===== config.mk =====
export PLATFORM = sky130hd
export DESIGN_NAME = bitrev_buffer
export DESIGN_NICKNAME = d
export VERILOG_FILES = /design/src/rtl/bitrev_pkg.sv /design/src/rtl/bitrev_mem.sv /design/src/rtl/bitrev_buffer.sv
export SDC_FILE = /design/constraint.sdc
export NUM_CORES = 1
export LEC_CHECK = 0
export CORE_AREA = 4 4 117 119
export DETAILED_ROUTE_END_ITERATION = 8
export DIE_AREA = 0 0 121 123
export HOLD_SLACK_MARGIN = 0.03
export PLACE_DENSITY = 0.73
export SLEW_MARGIN = 20
export SYNTH_ARGS = -nofsm -noshare
export SYNTH_HDL_FRONTEND = slang
export SYNTH_SLANG_ARGS = --single-unit

===== constraint.sdc =====
create_clock -name clk -period 2.4 [get_ports clk]
set_input_delay 0.48 -clock clk [delete_from_list [all_inputs] [get_ports clk]]
set_output_delay 0.48 -clock clk [all_outputs]
set_load 0.01 [all_outputs]

===== src/rtl/bitrev_pkg.sv =====
// bitrev_pkg: shared types and helpers for the bit-reversal reorder buffer.
//   state_t   - controller states (LOAD, READY, FLUSH)
//   cnt_width - bits needed to count 0..max_count, never less than 1
//   bitrev    - reverse the low 'width' bits of an index
package bitrev_pkg;

  typedef enum logic [1:0] {
    LOAD  = 2'd0,
    READY = 2'd1,
    FLUSH = 2'd2
  } state_t;

  // Widest index the bitrev helper handles.
  localparam int MAX_IDX_W = 32;

  function automatic int frame_len(input int log2_n);
    return 1 << log2_n;
  endfunction

  // A count of zero would otherwise give a zero-width counter.
  function automatic int cnt_width(input int max_count);
    int w;
    w = $clog2(max_count + 1);
    return (w < 1) ? 1 : w;
  endfunction

  function automatic logic [MAX_IDX_W-1:0] bitrev(input logic [MAX_IDX_W-1:0] idx,
                                                  input int width);
    logic [MAX_IDX_W-1:0] res;
    res = '0;
    for (int i = 0; i < MAX_IDX_W; i++) begin
      if (i < width) begin
        res[5'(width - 1 - i)] = idx[5'(i)];
      end
    end
    return res;
  endfunction

endpackage


===== src/rtl/bitrev_mem.sv =====
// bitrev_mem: 2**ADDR_W x DATA_W register file.
//   clk   - write clock
//   we    - write enable, data captured on rising clk
//   waddr - write address
//   wdata - write data
//   raddr - combinational read address
//   rdata - combinational read data
// Contents are deliberately not reset; the owner gates the read data.
module bitrev_mem #(
  parameter int DATA_W = 32,
  parameter int ADDR_W = 2
) (
  input  logic              clk,
  input  logic              we,
  input  logic [ADDR_W-1:0] waddr,
  input  logic [DATA_W-1:0] wdata,
  input  logic [ADDR_W-1:0] raddr,
  output logic [DATA_W-1:0] rdata
);

  logic [DATA_W-1:0] mem [0:(1 << ADDR_W)-1];

  always_ff @(posedge clk) begin
    if (we) begin
      mem[waddr] <= wdata;
    end
  end

  assign rdata = mem[raddr];

endmodule


===== src/rtl/bitrev_buffer.sv =====
// bitrev_buffer: captures one frame of N = 2**LOG2_N samples in natural order
// and replays them one per read rising edge, bit-reversed or natural.
//   clk          - clock, all logic on rising edge
//   reset        - synchronous active-high reset
//   din_i        - input sample
//   start_flag_i - write strobe, one sample per high cycle in LOAD
//   rev_mode_i   - replay order, captured with the last write of a frame
//   read         - read request level; each 0->1 transition pops one sample
//   dout_o       - current replay sample, 0 outside READY
//   done_flag_o  - frame available (READY)
//   rd_idx_o     - pops taken in the current frame
//   busy_o       - post-frame flush in progress
//   overflow_o   - sticky, strobe seen outside LOAD
module bitrev_buffer
  import bitrev_pkg::*;
#(
  parameter int DATA_W       = 32,
  parameter int LOG2_N       = 2,
  parameter int FLUSH_CYCLES = 3
) (
  input  logic              clk,
  input  logic              reset,
  input  logic [DATA_W-1:0] din_i,
  input  logic              start_flag_i,
  input  logic              rev_mode_i,
  input  logic              read,
  output logic [DATA_W-1:0] dout_o,
  output logic              done_flag_o,
  output logic [LOG2_N-1:0] rd_idx_o,
  output logic              busy_o,
  output logic              overflow_o
);

  localparam int FW = cnt_width(FLUSH_CYCLES);
  localparam logic [LOG2_N-1:0] LAST_IDX = '1;
  localparam logic [FW-1:0] FLUSH_LAST = FW'((FLUSH_CYCLES > 0) ? FLUSH_CYCLES - 1 : 0);

  state_t            state, state_nxt;
  logic [LOG2_N-1:0] wr_cnt, rd_cnt, rd_addr;
  logic [FW-1:0]     flush_cnt;
  logic              read_q, mode_q, overflow_q;
  logic              wr_en, pop;
  logic [DATA_W-1:0] rd_data;

  // Reset also blocks the write so a strobe in the reset cycle is dropped.
  bitrev_mem #(
    .DATA_W (DATA_W),
    .ADDR_W (LOG2_N)
  ) u_mem (
    .clk   (clk),
    .we    (wr_en & ~reset),
    .waddr (wr_cnt),
    .wdata (din_i),
    .raddr (rd_addr),
    .rdata (rd_data)
  );

  assign rd_addr = mode_q ? LOG2_N'(bitrev(MAX_IDX_W'(rd_cnt), LOG2_N)) : rd_cnt;

  // Edge detect against the previous cycle's level so a held read pops once.
  assign pop = read & ~read_q;

  always_comb begin
    state_nxt   = state;
    wr_en       = 1'b0;
    done_flag_o = 1'b0;
    busy_o      = 1'b0;
    dout_o      = '0;
    case (state)
      LOAD: begin
        wr_en = start_flag_i;
        if (start_flag_i && wr_cnt == LAST_IDX) begin
          state_nxt = READY;
        end
      end
      READY: begin
        done_flag_o = 1'b1;
        dout_o      = rd_data;
        if (pop && rd_cnt == LAST_IDX) begin
          state_nxt = (FLUSH_CYCLES == 0) ? LOAD : FLUSH;
        end
      end
      FLUSH: begin
        busy_o = 1'b1;
        if (flush_cnt == FLUSH_LAST) begin
          state_nxt = LOAD;
        end
      end
      default: state_nxt = LOAD;
    endcase
  end

  // Counters wrap naturally at N-1, which is exactly the end-of-frame clear.
  always_ff @(posedge clk) begin
    if (reset) begin
      state      <= LOAD;
      wr_cnt     <= '0;
      rd_cnt     <= '0;
      flush_cnt  <= '0;
      read_q     <= 1'b0;
      mode_q     <= 1'b0;
      overflow_q <= 1'b0;
    end else begin
      state  <= state_nxt;
      read_q <= read;
      if (start_flag_i && state != LOAD) begin
        overflow_q <= 1'b1;
      end
      case (state)
        LOAD: begin
          if (start_flag_i) begin
            wr_cnt <= wr_cnt + LOG2_N'(1);
            if (wr_cnt == LAST_IDX) begin
              rd_cnt <= '0;
              mode_q <= rev_mode_i;
            end
          end
        end
        READY: begin
          if (pop) begin
            rd_cnt <= rd_cnt + LOG2_N'(1);
          end
        end
        FLUSH: begin
          flush_cnt <= (flush_cnt == FLUSH_LAST) ? '0 : flush_cnt + FW'(1);
        end
        default: ;
      endcase
    end
  end

  assign rd_idx_o   = rd_cnt;
  assign overflow_o = overflow_q;

endmodule

==> results of run 1 <==
[worst min-delay path, cell delays in order (launching register included)]
cell     delay (ns)
dfxtp_1        0.31
inv_1          0.05
a21oi_1        0.05
[cell usage in the layout (no fill, tap or decap), types with 2 or more instances in the layout]
master	n
nand3b_1	3
nor4bb_2	3
mux2i_2	7
buf_6	7
clkdlybuf4s50_1	41
clkinvlp_4	2
nand2_1	2
o22ai_1	29
inv_1	4
buf_12	8
clkbuf_2	2
clkbuf_16	17
edfxtp_1	128
dfxtp_1	8
mux2i_1	30
nor2b_1	3
o22ai_2	3
dfxtp_4	3
and2_2	3
buf_4	29
bufinv_16	4
buf_8	2
nor2_1	7
a21oi_1	5
buf_16	3
and4bb_2	25
nor4bb_1	5
o21ai_0	2
ha_1	5
clkinv_4	5
a221oi_2	29
a221oi_1	2
buf_2	30
[repair_timing]
action,in CTS,in global routing
resized for setup,139,28
buffers inserted,7,1
cloned,3,0
pin swaps,13,15
endpoints found under the setup margin,32,27
[power groups by stage]
stage	Sequential, W	Combinational (W)	Clock (W)
finish	0.00274	0.000248	0.00273
global route	0.00274	0.000266	0.00287
CTS	0.00274	0.000247	0.00278
detailed placement	0.00279	0.000241	0
global placement	0.00279	0.000233	0
floorplan	0.00279	0.0000833	0
[area by class of cell]
class,count,area share (%)
clock buffers,18,5.43
clock inverters,14,2.49
inverters,5,0.238
multi-input cells,177,23.1
flip-flops and latches,139,51.6
well taps,172,2.72
repair buffers,122,14.4
[stage by stage]
| step | cells | area, sq um | total power, W | hold slack [ns] |
|---|---|---|---|---|
| floorplan | 352 | 6010 | 0.00287 | 0.470 |
| global placement | 606 | 7150 | 0.00302 | 0.444 |
| detailed placement | 606 | 7150 | 0.00303 | 0.451 |
| CTS | 648 | 7880 | 0.00576 | 0.462 |
| global route | 647 | 7900 | 0.00588 | 0.486 |
| finish | 647 | 7900 | 0.00572 | 0.453 |
[per-layer routing]
layer | vias to the layer above | GRT usage (%) | wire length [um]
met4 | 0 | 6.87 | 188
met2 | 139 | 31.5 | 6740
li1 | 1679 | - | -
met3 | 17 | 5.26 | 886
met1 | 1886 | 25.6 | 6170
met5 | - | 0 | 0
[flip-flops by register name, summed over array words and instances (netlist names)]
signal	count
flush_cnt	2
mode_q	1
overflow_o	1
rd_idx_o	2
read_q	1
state	2
u_mem.mem	128
wr_cnt	2
[cells by family after synthesis]
family / after synthesis / synth area share, %
flops: 139 / 67.6
compound gates: 73 / 11.4
simple gates: 60 / 9.16
mux: 38 / 6.53
buf+inv: 36 / 4.10
fa+ha+maj: 5 / 1.04
xor+xnor: 1 / 0.146
[final timing paths]
kind / from / end / depth (start not counted)
worst min-delay path: overflow_o / overflow_o / 2
worst min register to register: overflow_o / overflow_o / 2
worst max register to register: state[0] / u_mem.mem[0][24] / 5
worst max-delay path: rd_idx_o[1] / dout_o[28] / 8
==> flow_metrics.tcl, run 1 <==
set metrics [dict create \
    crit_top_cell "buf_6" \
    ant_nets 0 \
    fin_nets 504 \
    ctsHoldBuffers 0 \
    critical_path_buf_inv_count 5 \
    path_cells "buf_6, mux2i_4, buf_6, buf_12, buf_16, mux2i_1, o22ai_1, buf_2" \
    dp_slack_ns -0.0262 \
    skew_ns 0.00784 \
    status "completed" \
    fp-row-count 41 \
    diodes 0 \
    dp_hpwl_mm 8.67 \
    power_leakage_nw 2.88 \
    yosys_warnings 0 \
    cp_slowest_cell "dfxtp_4" \
    drive_gt1_share_pct 40.6 \
    numPortBuffers 73 \
    comb_power_share_pct 4.3 \
    area_growth_pct 31.4 \
    root_buffer "clkbuf_16" \
    routed_wirelength_mm 14.0 \
    fillers 872 \
    gp_congestion 0.767 \
    final_core_util_pct 62.9 \
    crit_family "buffers and inverters" \
    grt_pass1_wl_mm 21.5 \
    multi_input_area_sq_um 1830 \
    switchingPower_w 0.00114 \
    syn_nets 394 \
    power.internal_w 0.00458 \
    p_seq_share_pct 47.9 \
    tns_ns 0 \
    r2r_setup_slack_ns 0.73 \
    critPathMaxStageDelay_ns 0.36 \
    crit_required_ns 1.92 \
    synth_ff_type "edfxtp_1" \
    synth_area_sq_um 6010 \
    vias 3721 \
    async_flop_share_pct 0 \
    path_max_fanout 6 \
    synth-seq-cells 139 \
    synthTopCellsByCount "edfxtp_1, mux2i_1, o22ai_1" \
    via_per_inst 5.75 \
    slew_headroom_pct 72.9 \
    final-hold-violation-count 0 \
    synth_top_area_share_pct 63.9 \
    drtIter0Drc 253 \
    setup_viol 0 \
    max_freq_mhz 418 \
    postSynthAreaPerCell_sq_um 17.1 \
    dr.pass1.iters 4 \
    synth_top_cell_by_area "edfxtp_1" \
    switching_share_pct 20.0 \
    drcViolationCount 0 \
    drv_slew 0 \
    arrival_ns 1.91 \
    ys_seq_area_share_pct 67.6 \
    setup.worst_path.start_class "register" \
    synth.area.top_cells "edfxtp_1, a221oi_2, mux2i_1" \
    vdd_drop_max_uv 390 \
    core_sq_um 12600 \
    grt-ovfl-total 0 \
    grt_pass1_vias 3878 \
    start_util_pct 47.8 \
    netlist_instances 352 \
    fp.dieW_um 121 \
    cts_buffers 17 \
    finalWorstSetupSlack_ns 0.00585 \
    period_share_pct 99.8 \
    pin_count 74 \
    synth.most_common_cell "edfxtp_1" \
    die_area_sq_um 14900 \
    clk_pin_slew_ns 0.06 \
    path_class "register to output port" \
    rsz0062_at_grt "true" \
    min_path_type "register to register" \
    synth_edf_count 128 \
    regArea_sq_um 4080 \
    wire_per_inst_um 21.6 \
    clk_latency_ns 0.42 \
    h-tree-depth 4 \
    cts_max_path_buffers 2 \
    die_h_um 123 \
    drv_cap 0 \
    grt_max_degree 26 \
    cts_tree "yes" \
    tightest_slew_ns 0.400 \
    clock_sinks 139 \
    layout_min_cycle_time_ns 2.39 \
    cp-end-kind "output port" \
    synth_cell_type_count 34 \
    antenna_found_initial 0 \
    pwr_density_cell_nw_per_um2 724 \
    grt_usage_pct 19.5 \
    clockPowerShare_pct 47.8 \
]
(Power assumes the default switching activity.)
==> run 2: changes to the inputs <==
ABC_AREA = 1   (was not set)
CORE_AREA = 4 4 119 121   (was 4 4 117 119)
DIE_AREA = 0 0 123 125   (was 0 0 121 123)
PLACE_DENSITY = 0.72   (was 0.73)
==> run 2 against run 1 <==
- cell area is 1.1% higher
- global-route usage fell by 0.25 points
- hold slack improved by 0.020 ns
- critical path depth did not move
- sequential cell count unchanged
- fmax about the same
- non-clock buffer count decreased by 10
- clock power is 6% lower
- combinational power up 30%
- total power down 1.7%
- critical path type unchanged
- critical endpoint is now dout_o[31]
==> flow_metrics.tcl, run 2 <==
set metrics [dict create \
    status "completed" \
    stdcell_count 883 \
    start_util_pct 47.3 \
    grt_max_degree 45 \
    vdd_drop_max_uv 533 \
    period_share_pct 99.7 \
    drive_gt1_share_pct 16.8 \
    drv_cap 0 \
    grt_pass1_vias 4547 \
    path_max_fanout 7 \
    max_freq_mhz 418 \
    pwr_density_cell_nw_per_um2 704 \
    synth_top_area_share_pct 62.1 \
    wire_per_inst_um 16.3 \
    yosys_warnings 0 \
    final_area_sq_um 7990 \
    h-tree-depth 4 \
    synth_area_sq_um 6190 \
    top_register "u_mem.mem" \
    path_class "register to output port" \
    cts_buffers 17 \
    pin_count 74 \
    synth_top_cell_by_area "edfxtp_1" \
    synth-seq-cells 139 \
    grt_pass1_wl_mm 22.8 \
    switching_share_pct 20.6 \
    gp_congestion 0.790 \
    final-hold-violation-count 0 \
    setup.worst_path.start_class "register" \
    synth_edf_count 128 \
    dpl_cell_area_sq_um 7360 \
    cts_tree "yes" \
    synth_ff_type "edfxtp_1" \
    clk_latency_ns 0.42 \
    routed_wirelength_mm 14.4 \
    p_seq_share_pct 48.5 \
    crit_required_ns 1.92 \
    ys_seq_area_share_pct 65.7 \
    antenna_found_initial 0 \
    arrival_ns 1.91 \
    diodes 0 \
    async_flop_share_pct 0 \
    clk_pin_slew_ns 0.06 \
    grt-ovfl-total 0 \
    netlist_instances 596 \
    final_common_cell "nand3_1" \
    cts_max_path_buffers 2 \
    syn_nets 638 \
    comb_power_share_pct 5.7 \
    die_h_um 125 \
    die_area_sq_um 15400 \
    grt_usage_pct 19.2 \
    via_per_inst 5.15 \
    slew_headroom_pct 82.4 \
    numPortBuffers 73 \
    min_path_type "register to register" \
    setup_viol 0 \
    drv_slew 0 \
    finalWorstSetupSlack_ns 0.00778 \
    ctsHoldBuffers 0 \
    dr.pass1.iters 5 \
    fillers 1052 \
    clockPowerShare_pct 45.7 \
    power_leakage_nw 3.42 \
    vias 4548 \
    rsz0062_at_grt "true" \
    cp-end-kind "output port" \
    tns_ns 0 \
    final_cell_mix "nand3_1, inv_1, edfxtp_1" \
    switchingPower_w 0.00116 \
    placed_cells 842 \
    synth.area.top_cells "edfxtp_1, nand3_1, inv_1" \
    largest_reg_flops 128 \
    clock_sinks 139 \
    fp.dieW_um 123 \
    fp-row-count 42 \
    fin_nets 736 \
    root_buffer "clkbuf_16" \
    area_growth_pct 29.0 \
    drtIter0Drc 328 \
    core_sq_um 13100 \
    synthTopCellsByCount "nand3_1, inv_1, edfxtp_1" \
    synth_cell_type_count 21 \
    power.internal_w 0.00447 \
    layout_min_cycle_time_ns 2.39 \
    drcViolationCount 0 \
    tightest_slew_ns 0.264 \
    dp_hpwl_mm 8.80 \
    dp_slack_ns -0.0303 \
    postSynthAreaPerCell_sq_um 10.4 \
    synth.most_common_cell "nand3_1" \
    skew_ns 0.00553 \
    ant_nets 0 \
]
run 2: cell count changes in the layout (fill, tap and decap cells not counted), sizes merged, moves of 25 or more:
cell,change
o22ai,-32
mux2i,-38
nand3,+162
and4bb,-25
inv,+140
a21oi,+35
buf,-37
a221oi,-32
nand2,+44
run 2: final timing paths:
| path | from | to | slack (ns) | cells past startpoint |
|---|---|---|---|---|
| worst max register to register | state[1] | u_mem.mem[1][0] | 0.66 | 5 |
| worst min-delay path | overflow_o | overflow_o | 0.47 | 2 |
| worst min register to register | overflow_o | overflow_o | 0.47 | 2 |
| worst max-delay path | mode_q | dout_o[31] | 0.008 | 8 |
run 2: through the flow:
step	power, W	hold WS, ns	utilization [%]
global route	0.00581	0.529	61.0
finish	0.00563	0.473	61.0
floorplan	0.00292	0.467	-
CTS	0.00565	0.484	60.8
global placement	0.00309	0.459	56.2
detailed placement	0.00310	0.466	56.2
run 2: routing by layer:
metal / GRT usage (%) / up-vias / part of all wire, %
met3: 5.33 / 20 / 7.3
met2: 32.5 / 178 / 52
met1: 23.8 / 2175 / 40
li1: - / 2175 / -
met4: 6.45 / 0 / 1.5
met5: 0 / - / 0
run 2: power by group through the flow:
stage | Clock [W] | Combinational, W | Sequential (W)
global placement | 0 | 0.000311 | 0.00278
CTS | 0.00260 | 0.000321 | 0.00273
finish | 0.00257 | 0.000322 | 0.00273
floorplan | 0 | 0.000136 | 0.00278
global route | 0.00272 | 0.000354 | 0.00274
detailed placement | 0 | 0.000320 | 0.00278
run 2: cell type report:
cell class	count	area [sq um]	share of cell area, %
clock inverters	15	156	1.96
clock buffers	17	425	5.33
flip-flops and latches	139	4070	51.0
repair buffers	112	1090	13.7
inverters	146	548	6.86
well taps	176	220	2.76
multi-input cells	278	1470	18.4
run 2: logic make-up (layout without fill, tap and decap cells):
logic type | after synthesis | count (layout) | share of synthesized area [%]
simple gates | 225 | 225 | 17.1
buf+inv | 179 | 290 | 12.1
flops | 139 | 139 | 65.7
compound gates | 48 | 48 | 4.10
fa+ha+maj | 5 | 5 | 1.01
run 2: timing repair:
| action | CTS | global route |
|---|---|---|
| cloned | 0 | 1 |
| buffers inserted | 3 | 5 |
| hold endpoints to repair | 0 | 0 |
| setup endpoints to repair | 32 | 31 |
| resized for setup | 58 | 56 |
| pin swaps | 1 | 5 |
run 2: worst max-delay path, cell delays in order (launching register included):
cell and delay (ns):
dfxtp_4 0.38, buf_6 0.12, o21ai_4 0.25, buf_6 0.14
buf_6 0.11, buf_6 0.12, nand3_2 0.07, a21oi_2 0.15
buf_2 0.15
==> run 3: changes to the inputs <==
MAX_ROUTING_LAYER = met4   (was not set)
PLACE_DENSITY = 0.69   (was 0.72)
clock period = 2.6 ns   (was 2.4 ns; I/O delays follow)
==> run 3 against run 2 <==
- hold slack improved by 0.0045 ns
- non-clock buffer count fell by 7
- core utilization is 0.18 points lower
- cell count down 0.79%
- die area unchanged
- sequential cell count is the same
- clock skew hardly changed
- cell area shrank 0.30%
==> flow_metrics.tcl, run 3 (synthesis results as in run 2) <==
set metrics [dict create \
    status "completed" \
    drv_slew 0 \
    switchingPower_w 0.00109 \
    switching_share_pct 19.7 \
    die_area_sq_um 15400 \
    final_core_util_pct 60.9 \
    die_h_um 125 \
    path_max_fanout 9 \
    antenna_found_initial 0 \
    grt_use_met1_pct 24.6 \
    arrival_ns 1.99 \
    h-tree-depth 4 \
    power.internal_w 0.00443 \
    gp_congestion 0.826 \
    setup.worst_path.start_class "register" \
    rsz0062_at_grt "false" \
    clock_sinks 139 \
    critPathMaxStageDelay_ns 0.36 \
    tns_ns 0 \
    dr.pass1.iters 5 \
    fp.dieW_um 123 \
    final_common_cell "nand3_1" \
    via_per_inst 5.16 \
    drive_gt1_share_pct 10.9 \
    max_freq_mhz 399 \
    grt_max_degree 35 \
    clockPowerShare_pct 49.1 \
    slew_headroom_pct 74.9 \
    cts_tree "yes" \
    path_class "register to output port" \
    path_cells "inv_1, nand2_1, o21ai_4, buf_16, buf_4, nand3_1, a21oi_1, dlygate4sd2_1" \
    drtIter0Drc 533 \
    skew_ns 0.00554 \
    fp-row-count 42 \
    cts_buffers 17 \
    numPortBuffers 73 \
    grt_use_met2_pct 31.6 \
    area_growth_pct 28.6 \
    routed_wirelength_mm 14.4 \
    grt_pass1_vias 4627 \
    vias 4516 \
    pin_count 74 \
    final-hold-violation-count 0 \
    grt_usage_pct 20.4 \
    power_leakage_nw 3.46 \
    layout_min_cycle_time_ns 2.51 \
    finalWorstSetupSlack_ns 0.0908 \
    grt_pass1_wl_mm 23.1 \
    cp-end-kind "output port" \
    comb_power_share_pct 5.2 \
    core_sq_um 13100 \
    grt-ovfl-total 0 \
    dp_hpwl_mm 8.72 \
    dp_slack_ns 0.109 \
    ctsHoldBuffers 0 \
    drv_cap 0 \
    stdcell_count 876 \
    ant_nets 0 \
    final_cell_mix "nand3_1, inv_1, edfxtp_1" \
    setup_viol 0 \
    placed_cells 838 \
    clk_pin_slew_ns 0.06 \
    drcViolationCount 0 \
    pwr_density_cell_nw_per_um2 693 \
    diodes 0 \
    start_util_pct 47.3 \
    top_usage_layer "met2" \
    p_seq_share_pct 45.7 \
    root_buffer "clkbuf_16" \
    clk_latency_ns 0.42 \
    r2r_cells 5 \
    worstHoldPathCells 2 \
    top_register "u_mem.mem" \
    cp_slowest_cell "dfxtp_2" \
    crit_required_ns 2.08 \
    largest_reg_flops 128 \
    wire_per_inst_um 16.4 \
    tightest_slew_ns 0.377 \
    fillers 1051 \
    gr-usage-met3_pct 6.37 \
    cts_max_path_buffers 2 \
    holdWs_ns 0.478 \
    fin_nets 729 \
    period_share_pct 96.5 \
    min_path_type "register to register" \
    vdd_drop_max_uv 573 \
]
==> run 3: changes by cell type in the layout (fill, tap and decap cells not counted), moves of 3 or more <==
cell,change
buf_4,+7
clkinv_2,-5
buf_2,-4
nand3_2,-3
a21oi_2,-5
dlygate4sd2_1,+25
a21oi_1,+5
bufinv_16,+3
buf_12,-7
nand3_1,+3
buf_6,-6
clkbuf_2,-21
==> run 3: final cells by class <==
cell class	instances	area (sq um)	area share, %
clock buffers	17	425	5.34
well taps	176	220	2.77
repair buffers	105	1020	12.8
clock inverters	15	245	3.08
inverters	146	548	6.88
multi-input cells	278	1430	18.0
flip-flops and latches	139	4070	51.1
==> run 3: critical path: cells and delay by family (launching register included) <==
kind                   cells  cell delay, ns
buffers and inverters      4            0.74
DFF                        1            0.36
AOI/OAI and AO/OA          2            0.28
and+or+nand+nor            2            0.19
==> run 3: worst paths after layout <==
kind / from / endpoint / slack (ns)
setup / recovery: rd_idx_o[0] / dout_o[29] / 0.09
setup reg to reg: state[1] / u_mem.mem[2][1] / 0.77
hold reg to reg: overflow_o / overflow_o / 0.48
hold / removal: overflow_o / overflow_o / 0.48
==> run 3: repair_timing <==
item                                    CTS  global route
buffers inserted                          5             0
endpoints found under the setup margin   32             1
gates cloned                              1             0
gates resized for setup                  40             1
==> run 3: power by group through the flow <==
| stage | sequential, W | clock, W | combinational [W] |
|---|---|---|---|
| final | 0.00252 | 0.00271 | 0.000288 |
| after floorplan | 0.00257 | 0 | 0.000126 |
| after CTS | 0.00252 | 0.00274 | 0.000292 |
| after global routing | 0.00252 | 0.00287 | 0.000320 |
| after detailed placement | 0.00257 | 0 | 0.000287 |
| after global placement | 0.00257 | 0 | 0.000279 |
==> run 3: routing by layer <==
layer	up-vias	share of wire [%]
met5	-	0
met4	0	2.4
met3	28	7.2
met2	180	49
met1	2146	41
li1	2162	-
==> run 3: metrics by stage <==
stage               cell area (sq um)  total power (W)
finish                           7960          0.00552
global placement                 7250          0.00284
detailed placement               7250          0.00286
floorplan                        6190          0.00269
CTS                              7960          0.00556
global route                     7960          0.00571
